## src/rtl/ov5640_cfg_seq.sv

```systemverilog
// ---------------------------------------------------------------------------
// ov5640_cfg_seq
//
// Register-table sequencer for the OV5640 SCCB configuration engine. Once the
// camera power sequence has finished, a rising edge on cfg_go walks a table
// of 32-bit entries. Each ordinary entry becomes one estart pulse plus a write
// word handed to the IIC write engine. Entries with device byte 0x00 end the
// table, and entries with device byte 0xFF insert a millisecond-style delay.
// A NACKed or timed-out write is re-issued up to RETRY_MAX times before the
// run aborts.
//
// Ports:
//   sclk        system clock, all logic on the rising edge
//   s_rst       synchronous active-high reset
//   power_done  level, camera power/reset sequence finished
//   cfg_go      level, rising edge requests a (re)configuration run
//   tbl_addr    table read address (ROM data valid one cycle later)
//   tbl_data    entry: [31:24] device, [23:8] register, [7:0] value
//   estart      one-cycle start pulse to the IIC engine
//   ewdata      write word, stable from estart until done/err
//   iic_done    one-cycle pulse, write acknowledged
//   iic_err     one-cycle pulse, NACK
//   cfg_busy    high while a run is in progress
//   cfg_done    sticky, table completed successfully
//   cfg_err     sticky, run aborted
//   err_idx     index of the aborting entry
// ---------------------------------------------------------------------------
module ov5640_cfg_seq #(
  parameter int TBL_AW    = 8,
  parameter int DLY_UNIT  = 50000,
  parameter int RETRY_MAX = 3,
  parameter int TO_CYC    = 200000
) (
  input  logic              sclk,
  input  logic              s_rst,
  input  logic              power_done,
  input  logic              cfg_go,
  output logic [TBL_AW-1:0] tbl_addr,
  input  logic [31:0]       tbl_data,
  output logic              estart,
  output logic [31:0]       ewdata,
  input  logic              iic_done,
  input  logic              iic_err,
  output logic              cfg_busy,
  output logic              cfg_done,
  output logic              cfg_err,
  output logic [TBL_AW-1:0] err_idx
);

  localparam int TO_W  = (TO_CYC > 1)   ? $clog2(TO_CYC)   : 1;
  localparam int PRE_W = (DLY_UNIT > 1) ? $clog2(DLY_UNIT) : 1;
  localparam int RTY_W = ($clog2(RETRY_MAX + 1) > 2) ? $clog2(RETRY_MAX + 1) : 2;

  localparam logic [TO_W-1:0]  TO_LAST  = TO_W'(TO_CYC - 1);
  localparam logic [PRE_W-1:0] PRE_LAST = PRE_W'(DLY_UNIT - 1);
  localparam logic [RTY_W-1:0] RTY_MAX  = RTY_W'(RETRY_MAX);

  localparam logic [3:0] S_IDLE      = 4'd0;
  localparam logic [3:0] S_WAIT_PWR  = 4'd1;
  localparam logic [3:0] S_FETCH     = 4'd2;
  localparam logic [3:0] S_DECODE    = 4'd3;
  localparam logic [3:0] S_ISSUE     = 4'd4;
  localparam logic [3:0] S_WAIT_DONE = 4'd5;
  localparam logic [3:0] S_DELAY     = 4'd6;
  localparam logic [3:0] S_NEXT      = 4'd7;
  localparam logic [3:0] S_DONE      = 4'd8;
  localparam logic [3:0] S_ERR       = 4'd9;

  logic [3:0]        state_q,    state_d;
  logic [1:0]        go_sr_q,    go_sr_d;
  logic [TBL_AW-1:0] tbl_addr_q, tbl_addr_d;
  logic [31:0]       ewdata_q,   ewdata_d;
  logic              estart_q,   estart_d;
  logic              cfg_busy_q, cfg_busy_d;
  logic              cfg_done_q, cfg_done_d;
  logic              cfg_err_q,  cfg_err_d;
  logic [TBL_AW-1:0] err_idx_q,  err_idx_d;
  logic [RTY_W-1:0]  retry_q,    retry_d;
  logic [TO_W-1:0]   to_cnt_q,   to_cnt_d;
  logic [PRE_W-1:0]  pre_q,      pre_d;
  logic [15:0]       dly_q,      dly_d;

  logic start;
  logic fail;

  // Rising edge of the synchronised cfg_go request.
  assign start = go_sr_q[0] & ~go_sr_q[1];

  // A write fails on NACK or when the response window runs out; a done pulse
  // coinciding with a NACK still counts as a failure.
  assign fail = iic_err | (to_cnt_q == TO_LAST);

  always_comb begin
    // NOTE: every *_d starts from its held value so no path leaves a signal
    // unassigned, which would otherwise infer a latch.
    state_d    = state_q;
    go_sr_d    = {go_sr_q[0], cfg_go};
    tbl_addr_d = tbl_addr_q;
    ewdata_d   = ewdata_q;
    cfg_busy_d = cfg_busy_q;
    cfg_done_d = cfg_done_q;
    cfg_err_d  = cfg_err_q;
    err_idx_d  = err_idx_q;
    retry_d    = retry_q;
    to_cnt_d   = to_cnt_q;
    pre_d      = pre_q;
    dly_d      = dly_q;

    case (state_q)
      S_IDLE: begin
        if (start) begin
          cfg_done_d = 1'b0;
          cfg_err_d  = 1'b0;
          retry_d    = '0;
          tbl_addr_d = '0;
          cfg_busy_d = 1'b1;
          state_d    = S_WAIT_PWR;
        end
      end

      S_WAIT_PWR: begin
        if (power_done) state_d = S_FETCH;
      end

      // tbl_addr is already stable; this cycle covers the ROM read latency.
      S_FETCH: state_d = S_DECODE;

      S_DECODE: begin
        case (tbl_data[31:24])
          8'h00: state_d = S_DONE;
          8'hFF: begin
            dly_d   = tbl_data[15:0];
            pre_d   = '0;
            state_d = (tbl_data[15:0] == 16'd0) ? S_NEXT : S_DELAY;
          end
          default: begin
            ewdata_d = tbl_data;
            state_d  = S_ISSUE;
          end
        endcase
      end

      S_ISSUE: begin
        to_cnt_d = '0;
        state_d  = S_WAIT_DONE;
      end

      S_WAIT_DONE: begin
        to_cnt_d = to_cnt_q + TO_W'(1);
        if (fail) begin
          if (retry_q < RTY_MAX) begin
            retry_d = retry_q + RTY_W'(1);
            state_d = S_ISSUE;
          end else begin
            state_d = S_ERR;
          end
        end else if (iic_done) begin
          state_d = S_NEXT;
        end
      end

      // pre_q counts cycles within one tick; dly_q counts remaining ticks.
      S_DELAY: begin
        if (pre_q == PRE_LAST) begin
          pre_d = '0;
          dly_d = dly_q - 16'd1;
          if (dly_q == 16'd1) state_d = S_NEXT;
        end else begin
          pre_d = pre_q + PRE_W'(1);
        end
      end

      S_NEXT: begin
        retry_d = '0;
        // Running off the end of the address space ends the table.
        if (&tbl_addr_q) begin
          state_d = S_DONE;
        end else begin
          tbl_addr_d = tbl_addr_q + TBL_AW'(1);
          state_d    = S_FETCH;
        end
      end

      S_DONE: begin
        cfg_done_d = 1'b1;
        cfg_busy_d = 1'b0;
        state_d    = S_IDLE;
      end

      S_ERR: begin
        cfg_err_d  = 1'b1;
        err_idx_d  = tbl_addr_q;
        cfg_busy_d = 1'b0;
        state_d    = S_IDLE;
      end

      default: state_d = S_IDLE;
    endcase

    // estart is registered, so it is high for exactly the single ISSUE cycle.
    estart_d = (state_d == S_ISSUE);
  end

  always_ff @(posedge sclk) begin
    // NOTE: the block has no storage array, so every flop takes the reset;
    // that also guarantees no estart can fire in the cycle after a reset.
    if (s_rst) begin
      state_q    <= S_IDLE;
      go_sr_q    <= '0;
      tbl_addr_q <= '0;
      ewdata_q   <= '0;
      estart_q   <= 1'b0;
      cfg_busy_q <= 1'b0;
      cfg_done_q <= 1'b0;
      cfg_err_q  <= 1'b0;
      err_idx_q  <= '0;
      retry_q    <= '0;
      to_cnt_q   <= '0;
      pre_q      <= '0;
      dly_q      <= '0;
    end else begin
      // NOTE: non-blocking assignments here so every flop updates from the
      // values computed before the edge, independent of statement order.
      state_q    <= state_d;
      go_sr_q    <= go_sr_d;
      tbl_addr_q <= tbl_addr_d;
      ewdata_q   <= ewdata_d;
      estart_q   <= estart_d;
      cfg_busy_q <= cfg_busy_d;
      cfg_done_q <= cfg_done_d;
      cfg_err_q  <= cfg_err_d;
      err_idx_q  <= err_idx_d;
      retry_q    <= retry_d;
      to_cnt_q   <= to_cnt_d;
      pre_q      <= pre_d;
      dly_q      <= dly_d;
    end
  end

  assign tbl_addr = tbl_addr_q;
  assign estart   = estart_q;
  assign ewdata   = ewdata_q;
  assign cfg_busy = cfg_busy_q;
  assign cfg_done = cfg_done_q;
  assign cfg_err  = cfg_err_q;
  assign err_idx  = err_idx_q;

endmodule

```

## config.mk

```make
export PLATFORM = sky130hd
export DESIGN_NAME = ov5640_cfg_seq
export DESIGN_NICKNAME = d
export VERILOG_FILES = /design/src/rtl/ov5640_cfg_seq.sv
export SDC_FILE = /design/constraint.sdc
export NUM_CORES = 1
export LEC_CHECK = 0
export CORE_MARGIN = 3
export CORE_UTILIZATION = 57
export DETAILED_ROUTE_END_ITERATION = 12
export PLACE_DENSITY = 0.93
export REMOVE_ABC_BUFFERS = 1
export SETUP_SLACK_MARGIN = 0.4
export SKIP_CTS_REPAIR_TIMING = 1
export SLEW_MARGIN = 20
export SYNTH_ARGS = -nofsm -noshare
export SYNTH_HDL_FRONTEND = slang
export SYNTH_SLANG_ARGS = --single-unit
```

## constraint.sdc

```tcl
create_clock -name sclk -period 5 [get_ports sclk]
set_input_delay 1.25 -clock sclk [delete_from_list [all_inputs] [get_ports sclk]]
set_output_delay 1.25 -clock sclk [all_outputs]
set_load 0.03 [all_outputs]
```

## Word-level counts from Yosys, hierarchy flattened

Index checks and enable logic that the tools add are counted.

- Input port bits: 38
- Register bits after elaboration: 110
- Word-level logic and storage cells: 94
- Output and inout port bits: 52

- Bitwise logic cells: 4
- Mux-type cells: 30
- Add/subtract/negate cells: 5
- Order comparisons: 1
- Reduce and logical (&&, ||, !) cells: 21
- Equal/unequal tests: 20

Operators with widths:

| cell | count |
|---|---|
| two-way mux 16 bit | 4 |
| case mux 16 bit (2 select lines) | 2 |
| case mux 18 bit (2 select lines) | 1 |
| two-way mux 4 bit | 8 |
| case mux 4 bit (8 select lines) | 1 |
| == test 4 x 3 -> 1 bit (second input constant) | 5 |
| adder 18 x 1 -> 18 bit (second input constant) | 1 |
| == test 18 bit (second input constant) | 1 |
| adder 16 x 1 -> 16 bit (second input constant) | 1 |
| == test 16 x 1 -> 1 bit (second input constant) | 1 |
| == test 16 bit (second input constant) | 1 |
| logical NOT 16 bit | 1 |
| two-way mux 8 bit | 2 |
| case mux 8 bit (2 select lines) | 1 |
| subtractor 16 x 1 -> 16 bit (second input constant) | 1 |
| inequality test 2 bit (second input constant) | 6 |
| nonzero test 2 bit | 6 |
| AND reduction 2 bit | 5 |
| adder 8 x 1 -> 8 bit (second input constant) | 1 |
| == test 4 x 2 -> 1 bit (second input constant) | 2 |
| == test 4 bit (second input constant) | 2 |
| == test 8 bit (second input constant) | 1 |
| logical NOT 8 bit | 1 |
| case mux 4 bit (2 select lines) | 1 |
| 16 further kinds | 25 |

## Logic depth before layout (Yosys ltp)

- Word-level depth: 5
- Depth in mapped cells: 8
- Mapped depth without buffers: 7

## Worst setup path after synthesis

OpenSTA, ideal clock, no wires.

- Path kind: input to register
- Start: in tbl_data[31]
- End: reg dly_q[11]
- Arrival time: 2.501 ns
- Buffers on the path: 1
- Path slack: 2.367 ns
- Stages on the path: 6
- Required time: 4.868 ns
- Library setup time: 0.132 ns
- Path through: nand4_1 -> o31ai_1 -> o21ai_0 -> clkbuf_1 -> o21ai_0 -> a21oi_1

- Cells in the longest elaborated chain, start to end: 3

Ends and longest elaborated chain:

| element | RTL line | RTL |
|---|---|---|
| from (decl) | 39 | `input logic [31:0] tbl_data,` |
| == test 8 bit | 129 | `case (tbl_data[31:24])` |
| inequality test 2 bit (no source line) | - |  |
| AND reduction 3 bit (no source line) | - |  |
| to (signal assigned) | 236 | `dly_q <= dly_d;` |
| to (decl) | 81 | `logic [15:0] dly_q, dly_d;` |

No other way between the ends.
A chain may end at the register's enable or synchronous reset.

## Worst setup path after layout

- Start: in tbl_data[30]
- End: reg dly_q[15]

Same word-level chain as after synthesis.

==> flow_summary.yaml <==
floorplanning:
  initial_core_util_pct: 59.6
  die_w_um: 102
  row_count: 34
  core_um2: 8850
  dieArea_um2: 10400
  io_pins: 90
  die_h_um: 102
yosys:
  async_flop_share_pct: 0
  synthFlopType: "dfxtp_1"
  yosysSeqAreaShare_pct: 41.8
  synth_edf_count: 0
  synth_seq_cells: 110
  synth_area_per_cell_um2: 7.70
  synth_area_um2: 5270
  synth_cells: 685
  ys_warn_count: 0
  synth_cell_types: 59
grt:
  grt_max_degree: 42
  grtUsageTotal_pct: 25.7
  grt_pass1_wl_mm: 22.3
  grt_pass1_vias: 4858
  antenna_found_initial: 0
  grt_overflow: 0
clocking:
  cts_sinks: 110
  cts_tree: "yes"
  clk_pin_slew_ns: 0.11
  numCtsBuffers: 9
  cts-htree-levels: 3
  cts-root-buf: "clkbuf_8"
  clock_latency_ns: 0.38
  cts_buffer_depth: 2
power_and_ir_drop:
  p_per_area_nw_per_um2: 236
  p_leak_nw: 1.99
  ir_drop_uv: 153
sta:
  hold_violations: 0
  period_needed_ns: 3.43
  fin_setup_tns_ns: 0
  fin_crit_sh_pct: 68.5
  rsz0062_at_grt: "false"
  skew_ns: 0.0123
  fmax_ghz: 0.292
  worst_slack_ns: 1.57
  hold_ws_ns: 0.458
  drv_slew: 0
  slew_headroom_pct: 24.2
  tightest_slew_ns: 1.13
  setup_viol: 0
setup_path:
  worst_ep_required_time_ns: 5.25
  startpoint_type: "input pin"
  cp.arrival_ns: 3.67
  crit_type: "input pin to flop"
  cp-end-kind: "flop"
  critPathMaxFanout: 13
layout:
  final_common_cell: "nand2_1"
  area_growth_pct: 20.6
  nNetsFinal: 790
  final_cell_mix: "nand2_1 (134), dfxtp_1 (110), clkdlybuf4s50_1 (88)"
  diodes: 0
  drive_gt1_share_pct: 4.79
  nFillCells: 672
route:
  wl_per_cell_um: 16.0
  drt-initial-drc-count: 460
  drtPass1Iterations: 5
  drc: 0
  ant_nets: 0
  via_per_inst: 6.37
  via_count: 5468
  wl_mm: 13.8
placed_design:
  detailedPlace.worstSlack_ns: 1.23
  dpl.hpwl_mm: 9.62
  place_congestion: 0.870
  port_buffers: 89
outcome:
  status: "finished clean"
flow_run:
  cap_violations: 0
hold_path:
  holdCritPathClass: "flop to flop"
## worst max-delay path: stages
cell             delay, ns
clkdlybuf4s50_1       0.51
nand4_1               0.17
o31a_1                0.44
a21oi_1               0.76
nor2_1                0.11
a2111oi_0             0.43
## routing by layer
| metal | vias to the layer above | global-route usage [%] | wire, µm |
|---|---|---|---|
| met1 | 2588 | 32.9 | 5780 |
| met5 | - | 0 | 0 |
| met4 | 0 | 9.28 | 305 |
| met2 | 237 | 42.9 | 6790 |
| met3 | 38 | 5.26 | 902 |
| li1 | 2605 | - | - |
## metrics by stage
stage / total power, mW / utilization, % / cells / instance area (µm²)
finish: 1.50 / 71.8 / 859 / 6350
global placement: 1.01 / 69.8 / 843 / 6170
CTS: 1.51 / 71.8 / 859 / 6350
detailed placement: 1.01 / 69.8 / 843 / 6180
floorplan: 0.943 / - / 639 / 5090
global route: 1.54 / 71.8 / 859 / 6350
## flip-flops by register name, indices dropped and copies added (netlist names)
register,flops
ewdata,32
to_cnt_q,18
dly_q,16
pre_q,16
err_idx,8
tbl_addr,8
state_q,4
go_sr_q,2
retry_q,2
cfg_busy,1
cfg_done,1
cfg_err,1
estart,1
## worst paths after layout
check	startpoint	to	slack, ns	depth (start not counted)
min	err_idx[5]	err_idx[5]	0.46	2
max	tbl_data[30]	dly_q[15]	1.57	6
max reg2reg	state_q[0]	dly_q[15]	1.97	5
min reg2reg	err_idx[5]	err_idx[5]	0.46	2
## where the power goes
group          total [mW]  internal [mW]  switching (mW)
clock network       0.510          0.187           0.323
registers           0.891          0.881         0.00990
logic              0.0988         0.0461          0.0527
## cell type report
type | instances | area [µm²] | area share, %
clock buffer | 9 | 124 | 1.95
clock inverter | 7 | 52.6 | 0.827
inverter | 10 | 37.5 | 0.591
multi-input combinational | 519 | 2870 | 45.1
sequential | 110 | 2200 | 34.7
tap | 108 | 135 | 2.13
timing repair buffer | 96 | 938 | 14.8
## cell usage after synthesis, types with 2 or more instances
master | count | area share [%]
a41oi_1 | 5 | 0.83
o31a_1 | 3 | 0.50
nor3b_1 | 4 | 0.57
nand2b_1 | 8 | 0.95
and3_1 | 8 | 0.95
or2_2 | 2 | 0.24
nand3_1 | 31 | 2.9
or4_1 | 2 | 0.28
nor4bb_1 | 4 | 0.76
nor2_1 | 47 | 3.3
o21ai_0 | 36 | 3.4
xnor2_1 | 6 | 1.0
a211o_1 | 2 | 0.33
o211a_1 | 2 | 0.38
nand4_1 | 11 | 1.3
a21oi_1 | 86 | 8.2
nor2b_1 | 6 | 0.71
and2_1 | 4 | 0.47
or3_1 | 2 | 0.24
nor4_1 | 12 | 1.4
ha_1 | 6 | 1.4
clkbuf_1 | 42 | 3.0
a211oi_1 | 8 | 1.1
nand3b_1 | 2 | 0.28
buf_2 | 2 | 0.19
o211ai_1 | 3 | 0.43
o31ai_1 | 5 | 0.71
dfxtp_1 | 110 | 42
a32oi_1 | 2 | 0.33
nor4b_1 | 3 | 0.50
nand4b_1 | 3 | 0.50
a311oi_1 | 17 | 2.8
nand2_1 | 134 | 9.5
nand4bb_1 | 2 | 0.43
a31oi_1 | 14 | 1.7
nor3_1 | 14 | 1.3
and4_1 | 3 | 0.50
a22oi_1 | 3 | 0.43
a21o_1 | 2 | 0.28
inv_1 | 10 | 0.71
## cell families after synthesis
| kind of cell | count (synthesis) | share of synthesized area [%] |
|---|---|---|
| xor gates and xnor gates | 6 | 0.997 |
| muxes | 1 | 0.214 |
| AOI/OAI and AO/OA | 195 | 22.6 |
| adders and majority gates | 6 | 1.42 |
| DFF | 110 | 41.8 |
| and+or+nand+nor | 311 | 29.0 |
| buffers and inverters | 56 | 4.06 |
No activity file was read; power rests on OpenSTA's default activity.
==> RTL edit 1 (config.mk and constraints unchanged) <==
The parameter `TBL_AW` goes from 8 to 6.
--- a/src/rtl/ov5640_cfg_seq.sv
+++ b/src/rtl/ov5640_cfg_seq.sv
@@ -27,5 +27,5 @@
 // ---------------------------------------------------------------------------
 module ov5640_cfg_seq #(
-  parameter int TBL_AW    = 8,
+  parameter int TBL_AW    = 6,
   parameter int DLY_UNIT  = 50000,
   parameter int RETRY_MAX = 3,
Ports: changed (resized err_idx and tbl_addr); port bits go from 90 to 86. No check against the original RTL was run, so the function may have changed too.
==> RTL edit 1 against the unedited design <==
Synthesized area shrank 3.7%; sequential cell count shrank 4; largest power group unchanged; wire length grew 1.2%; total power increased by 0.85%; register-to-register slack lost 0.15 ns; critical endpoint is now ewdata[17]; setup slack improved by 0.055 ns; final area shrank 3.3%; highest routed layer unchanged; count of clock-buffer cells in the layout rose by 1.
==> RTL edit 1: results (changes against the unedited design) <==
outcome=completed (unchanged); clk slew on worst S/H paths=0.11 ns (about the same); WP data arrival=3.65 ns (was 3.67 ns); clock latency on the worst-skew pair=0.37 ns; GPL Wtd Cong=0.891 (was 0.870); crit path max fanout=30 (was 13); Post-synth top flop=dfxtp_1 (unchanged); via count=5191 (was 5468); Starting DRT DRC Count=410 (was 460); Post-synth top cells=nand2_1 (110), dfxtp_1 (106), a21oi_1 (71), nor2_1 (68), clkbuf_1 (36) (was nand2_1 (134), dfxtp_1 (110), a21oi_1 (86), nor2_1 (47), clkbuf_1 (42)); total track usage=0.276 (was 0.257); HP Start=ewdata[8] (was err_idx[5]); n_diodes=0 (unchanged); critical path's largest stage delay=0.58 ns (was 0.76 ns); top area cells in the synthesized netlist=dfxtp_1 (42%), nand2_1 (8.1%), a21oi_1 (7.0%) (was dfxtp_1 (42%), nand2_1 (9.5%), a21oi_1 (8.2%)); syn avg cell area=7.83 µm² (was 7.70 µm²); Netlist cell types=58 (was 59); Port Buffer Count=85 (was 89); hpwl dp=9400 µm (was 9620 µm); VDD IR-drop max=0.190 mV (was 0.153 mV); Leak Pwr=1.95 nW (was 1.99 nW); Crit-path slowest cell=or4_1 (was a21oi_1); Critical Path Start=tbl_data[28] (was tbl_data[30]); hold depth=2 (unchanged); sequential share of the synthesized area=0.418 (about the same); first-pass GRT wire length=22900 µm (was 22300 µm); Reg2Reg Depth=5 (unchanged); worst slew pin tran=1.02 ns (was 1.13 ns); Bufs on Longest Clock Path=2 (unchanged); CP endpoint=ewdata[17] (was dly_q[15]); Final nets=750 (was 790); Async SR Flop Fraction=0 (unchanged); post-place setup slack=1.32 ns (was 1.23 ns); vias in the first global route=4816 (was 4858); reg-to-reg endpoint=pre_q[13] (was dly_q[15]); layout cells sized above 1=0.0450 (was 0.0479); setup ws final=1.63 ns (was 1.57 ns); Detailed Routing Iterations Pass 1=7 (was 5); reg2reg setup slack=1.82 ns (was 1.97 ns); Worst Clk Skew=0.00939 ns (was 0.0123 ns); aggregate routed wire length=13900 µm (was 13800 µm); largest net degree at the start of global routing=49 (was 42); delay-heaviest family, CP=simple AND/OR/NAND/NOR gates (was compound AO/OA/AOI/OAI gates)
==> RTL edit 1: cell count changes after synthesis, moves of 6 or more <==
| cell | unedited run | this run |
|---|---|---|
| nor2_1 | 47 | 68 |
| mux2i_1 | 0 | 7 |
| nand3_1 | 31 | 14 |
| nand2_1 | 134 | 110 |
| nor3_1 | 14 | 22 |
| a21oi_1 | 86 | 71 |
| clkbuf_1 | 42 | 36 |
| xor2_1 | 0 | 8 |
| or3_1 | 2 | 9 |
==> RTL edit 1: routing by layer <==
layer / up-vias / wire length (µm) / GRT usage
met5: - / 0 / 0
met4: 0 / 344 / 0.103
met3: 38 / 1130 / 0.0890
met2: 241 / 6720 / 0.458
met1: 2455 / 5740 / 0.335
li1: 2457 / - / -
==> RTL edit 1: how the worst min path moves through the flow <==
stage,end,slack [ns]
4_1_cts,ewdata[8],0.47
3_3_place_gp,ewdata[8],0.44
5_1_grt,ewdata[23],0.49
3_5_place_dp,ewdata[15],0.45
6_report,ewdata[8],0.46
2_1_floorplan,go_sr_q[1],0.43
==> RTL edit 1: worst register-to-register path, delay by kind of cell (launching register included) <==
family	cells	cell delay, ns
DFF	1	0.61
and+or+nand+nor	2	1.41
buffers and inverters	1	0.46
AOI/OAI and AO/OA	2	0.60
==> RTL edit 1: final cells by class <==
type                       instances  area [µm²]
fill                             632        2280
multi-input combinational        493        2780
inverter                           6        22.5
clock inverter                     6        73.8
clock buffer                      10         128
timing repair buffer              90         883
sequential                       106        2120
tap                              105         131
==> RTL edit 1: per-stage QoR <==
step                      utilization  instance area (µm²)  hold slack [ns]  cells
after floorplan                     -                 4910            0.429    605
after global placement          0.703                 5920            0.441    800
after detailed placement        0.703                 5920            0.448    800
after CTS                       0.727                 6130            0.467    816
after global routing            0.730                 6140            0.489    816
final                           0.730                 6140            0.462    816
==> RTL edit 1: where the power goes <==
group          internal, W  leakage [nW]  switching [W]
combinational    0.0000502          1.01      0.0000566
clock             0.000238        0.0950       0.000306
sequential        0.000850         0.854      0.0000120
total              0.00114          1.95       0.000374
==> RTL edit 1: cell families (layout without fill, tap and decap cells) <==
kind of cell,after synthesis,after routing,synth area share
AND/OR/NAND/NOR,304,304,0.299
AO/OA/AOI/OAI,167,167,0.201
flip-flops,106,106,0.418
buffers and inverters,49,112,0.0377
XOR/XNOR,9,9,0.0155
multiplexers,7,7,0.0138
adder cells (fa/ha/maj),6,6,0.0148
==> RTL edit 2 (same settings) <==
Without the edit above. Add an input register stage for `tbl_data`, cleared by the reset; this delays it by one clock. The other inputs are not delayed to match.
--- a/src/rtl/ov5640_cfg_seq.sv
+++ b/src/rtl/ov5640_cfg_seq.sv
@@ -67,4 +67,14 @@
   localparam logic [3:0] S_ERR       = 4'd9;
 
+  logic [31:0] tbl_data_q;
+
+  always_ff @(posedge sclk) begin
+    if (s_rst) begin
+      tbl_data_q <= '0;
+    end else begin
+      tbl_data_q <= tbl_data;
+    end
+  end
+
   logic [3:0]        state_q,    state_d;
   logic [1:0]        go_sr_q,    go_sr_d;
@@ -127,13 +137,13 @@
 
       S_DECODE: begin
-        case (tbl_data[31:24])
+        case (tbl_data_q[31:24])
           8'h00: state_d = S_DONE;
           8'hFF: begin
-            dly_d   = tbl_data[15:0];
+            dly_d   = tbl_data_q[15:0];
             pre_d   = '0;
-            state_d = (tbl_data[15:0] == 16'd0) ? S_NEXT : S_DELAY;
+            state_d = (tbl_data_q[15:0] == 16'd0) ? S_NEXT : S_DELAY;
           end
           default: begin
-            ewdata_d = tbl_data;
+            ewdata_d = tbl_data_q;
             state_d  = S_ISSUE;
           end
Formal check against the unedited RTL: not equivalent (Yosys sat finds a counterexample within 10 cycles, from zero or initial values and one cycle with s_rst high).
==> RTL edit 2 against the unedited design <==
Via count up 11%; non-clock buffer count unchanged; final area up 21%; synthesized area up 18%; critical path depth down 5; register-to-register slack better by 0.13 ns; die area up 17%; synthesized cell count up 11%; setup slack better by 0.41 ns; wire length up 22%; total power up 64%; combinational power up 6%; sequential cell count up 32; utilization up 1.9 points; critical path type is now flip-flop to output port.
==> RTL edit 2: results (changes against the unedited design) <==
via count=6095 (was 5468); reg2reg setup slack=2.10 ns (was 1.97 ns); worst rel slew slack=0.311 (was 0.242); worst hold slack=0.439 ns (was 0.458 ns); Mapped Cells=759 (was 685); sequential share of the synthesized area=0.458 (was 0.418); delay-heaviest family, CP=buffers and inverters (was compound AO/OA/AOI/OAI gates); first-pass GRT wire length=27200 µm (was 22300 µm); post-place setup slack=1.94 ns (was 1.23 ns); routed wl met2=8300 µm (was 6790 µm); Crit-path slowest cell=clkdlybuf4s50_1 (was a21oi_1); largest net degree at the start of global routing=84 (was 42); Netlist cell types=62 (was 59); clock latency on the worst-skew pair=0.53 ns (was 0.38 ns); Port Buffer Count=89 (unchanged); met3 routed WL=1120 µm (was 902 µm); M1 wire length=6930 µm (was 5780 µm); Starting DRT DRC Count=632 (was 460); fillers=749 (was 672); reg-to-reg endpoint=dly_q[12] (was dly_q[15]); Detailed Routing Iterations Pass 1=6 (was 5); vias in the first global route=5632 (was 4858); placed cell count=946 (was 843); Critical Path Start=tbl_addr[6] (was tbl_data[30]); Num CTS Buffers=17 (was 9); crit path max fanout=7 (was 13); GPL Wtd Cong=0.912 (was 0.870); GR Layer Usage met3=0.0571 (was 0.0526); total track usage=0.284 (was 0.257); Non-Filler Instances=978 (was 859); outcome=completed (unchanged); Hold Crit Endpoint=ewdata[18] (was err_idx[5]); Synth Warn #=0 (unchanged); GRT met1 Usage=0.364 (was 0.329); top area cells in the synthesized netlist=dfxtp_1 (46%), nand2_1 (8.0%), a21oi_1 (7.0%) (was dfxtp_1 (42%), nand2_1 (9.5%), a21oi_1 (8.2%)); grt met2 use=0.475 (was 0.429); CTS HTree Levels=4 (was 3); layout cells sized above 1=0.0677 (was 0.0479); Final nets=873 (was 790); routed len/inst=17.1 µm (was 16.0 µm); critical path's largest stage delay=0.74 ns (was 0.76 ns); clk slew on worst S/H paths=0.07 ns (was 0.11 ns); Worst Clk Skew=0.0106 ns (was 0.0123 ns); WP data arrival=1.76 ns (was 3.67 ns); Leak Pwr=2.52 nW (was 1.99 nW); VDD IR-drop max=0.239 mV (was 0.153 mV); hpwl dp=10600 µm (was 9620 µm); HP Start=tbl_data_q[18] (was err_idx[5])
[RTL edit 2: changes by cell type in the layout (fill, tap and decap cells not counted), moves of 7 or more]
cell       before  now
nor2_1         46   56
dfxtp_1       110  142
xor2_1          0    7
nor2b_1         6   36
clkbuf_8        9    1
nand3_1        31   24
nor3_1         14   21
clkbuf_16       0   16
[RTL edit 2: worst max path at each step]
stage	to	slack (ns)	depth (start not counted)
3_3_place_gp	dly_q[15]	2.13	6
5_1_grt	pre_q[10]	1.83	4
6_report	tbl_addr[6]	1.99	1
2_1_floorplan	dly_q[1]	1.79	5
4_1_cts	dly_q[3]	1.83	6
3_5_place_dp	dly_q[3]	1.94	6
[RTL edit 2: final cells by class]
class / count / share of cell area
Multi-Input combinational cell: 562 / 0.410
Timing Repair Buffer: 96 / 0.122
Inverter: 10 / 0.00487
Sequential cell: 142 / 0.368
Clock buffer: 17 / 0.0537
Tap cell: 136 / 0.0221
Clock inverter: 15 / 0.0185
[RTL edit 2: worst reg2reg max path: cells and delay by family, from the launching register on]
kind               cells  cell delay [ns]
DFF                    1             0.91
AOI/OAI and AO/OA      4             1.53
and+or+nand+nor        1             0.40
[RTL edit 2: report_power, final]
group | internal (W) | switching (W)
Clock | 0.000635 | 0.000550
Combinational | 0.0000521 | 0.0000533
Sequential | 0.00115 | 0.0000207
[RTL edit 2: per-stage QoR]
step           instance area [µm²]  total power, W
2_1_floorplan                 6030         0.00123
3_3_place_gp                  7150         0.00129
6_report                      7710         0.00246
5_1_grt                       7710         0.00253
3_5_place_dp                  7150         0.00130
4_1_cts                       7710         0.00247
[RTL edit 2: cells by family after synthesis]
kind of cell	synth area share
simple gates	0.293
compound gates	0.188
flops	0.458
buf+inv	0.0353
xor+xnor	0.0141
fa+ha+maj	0.0121
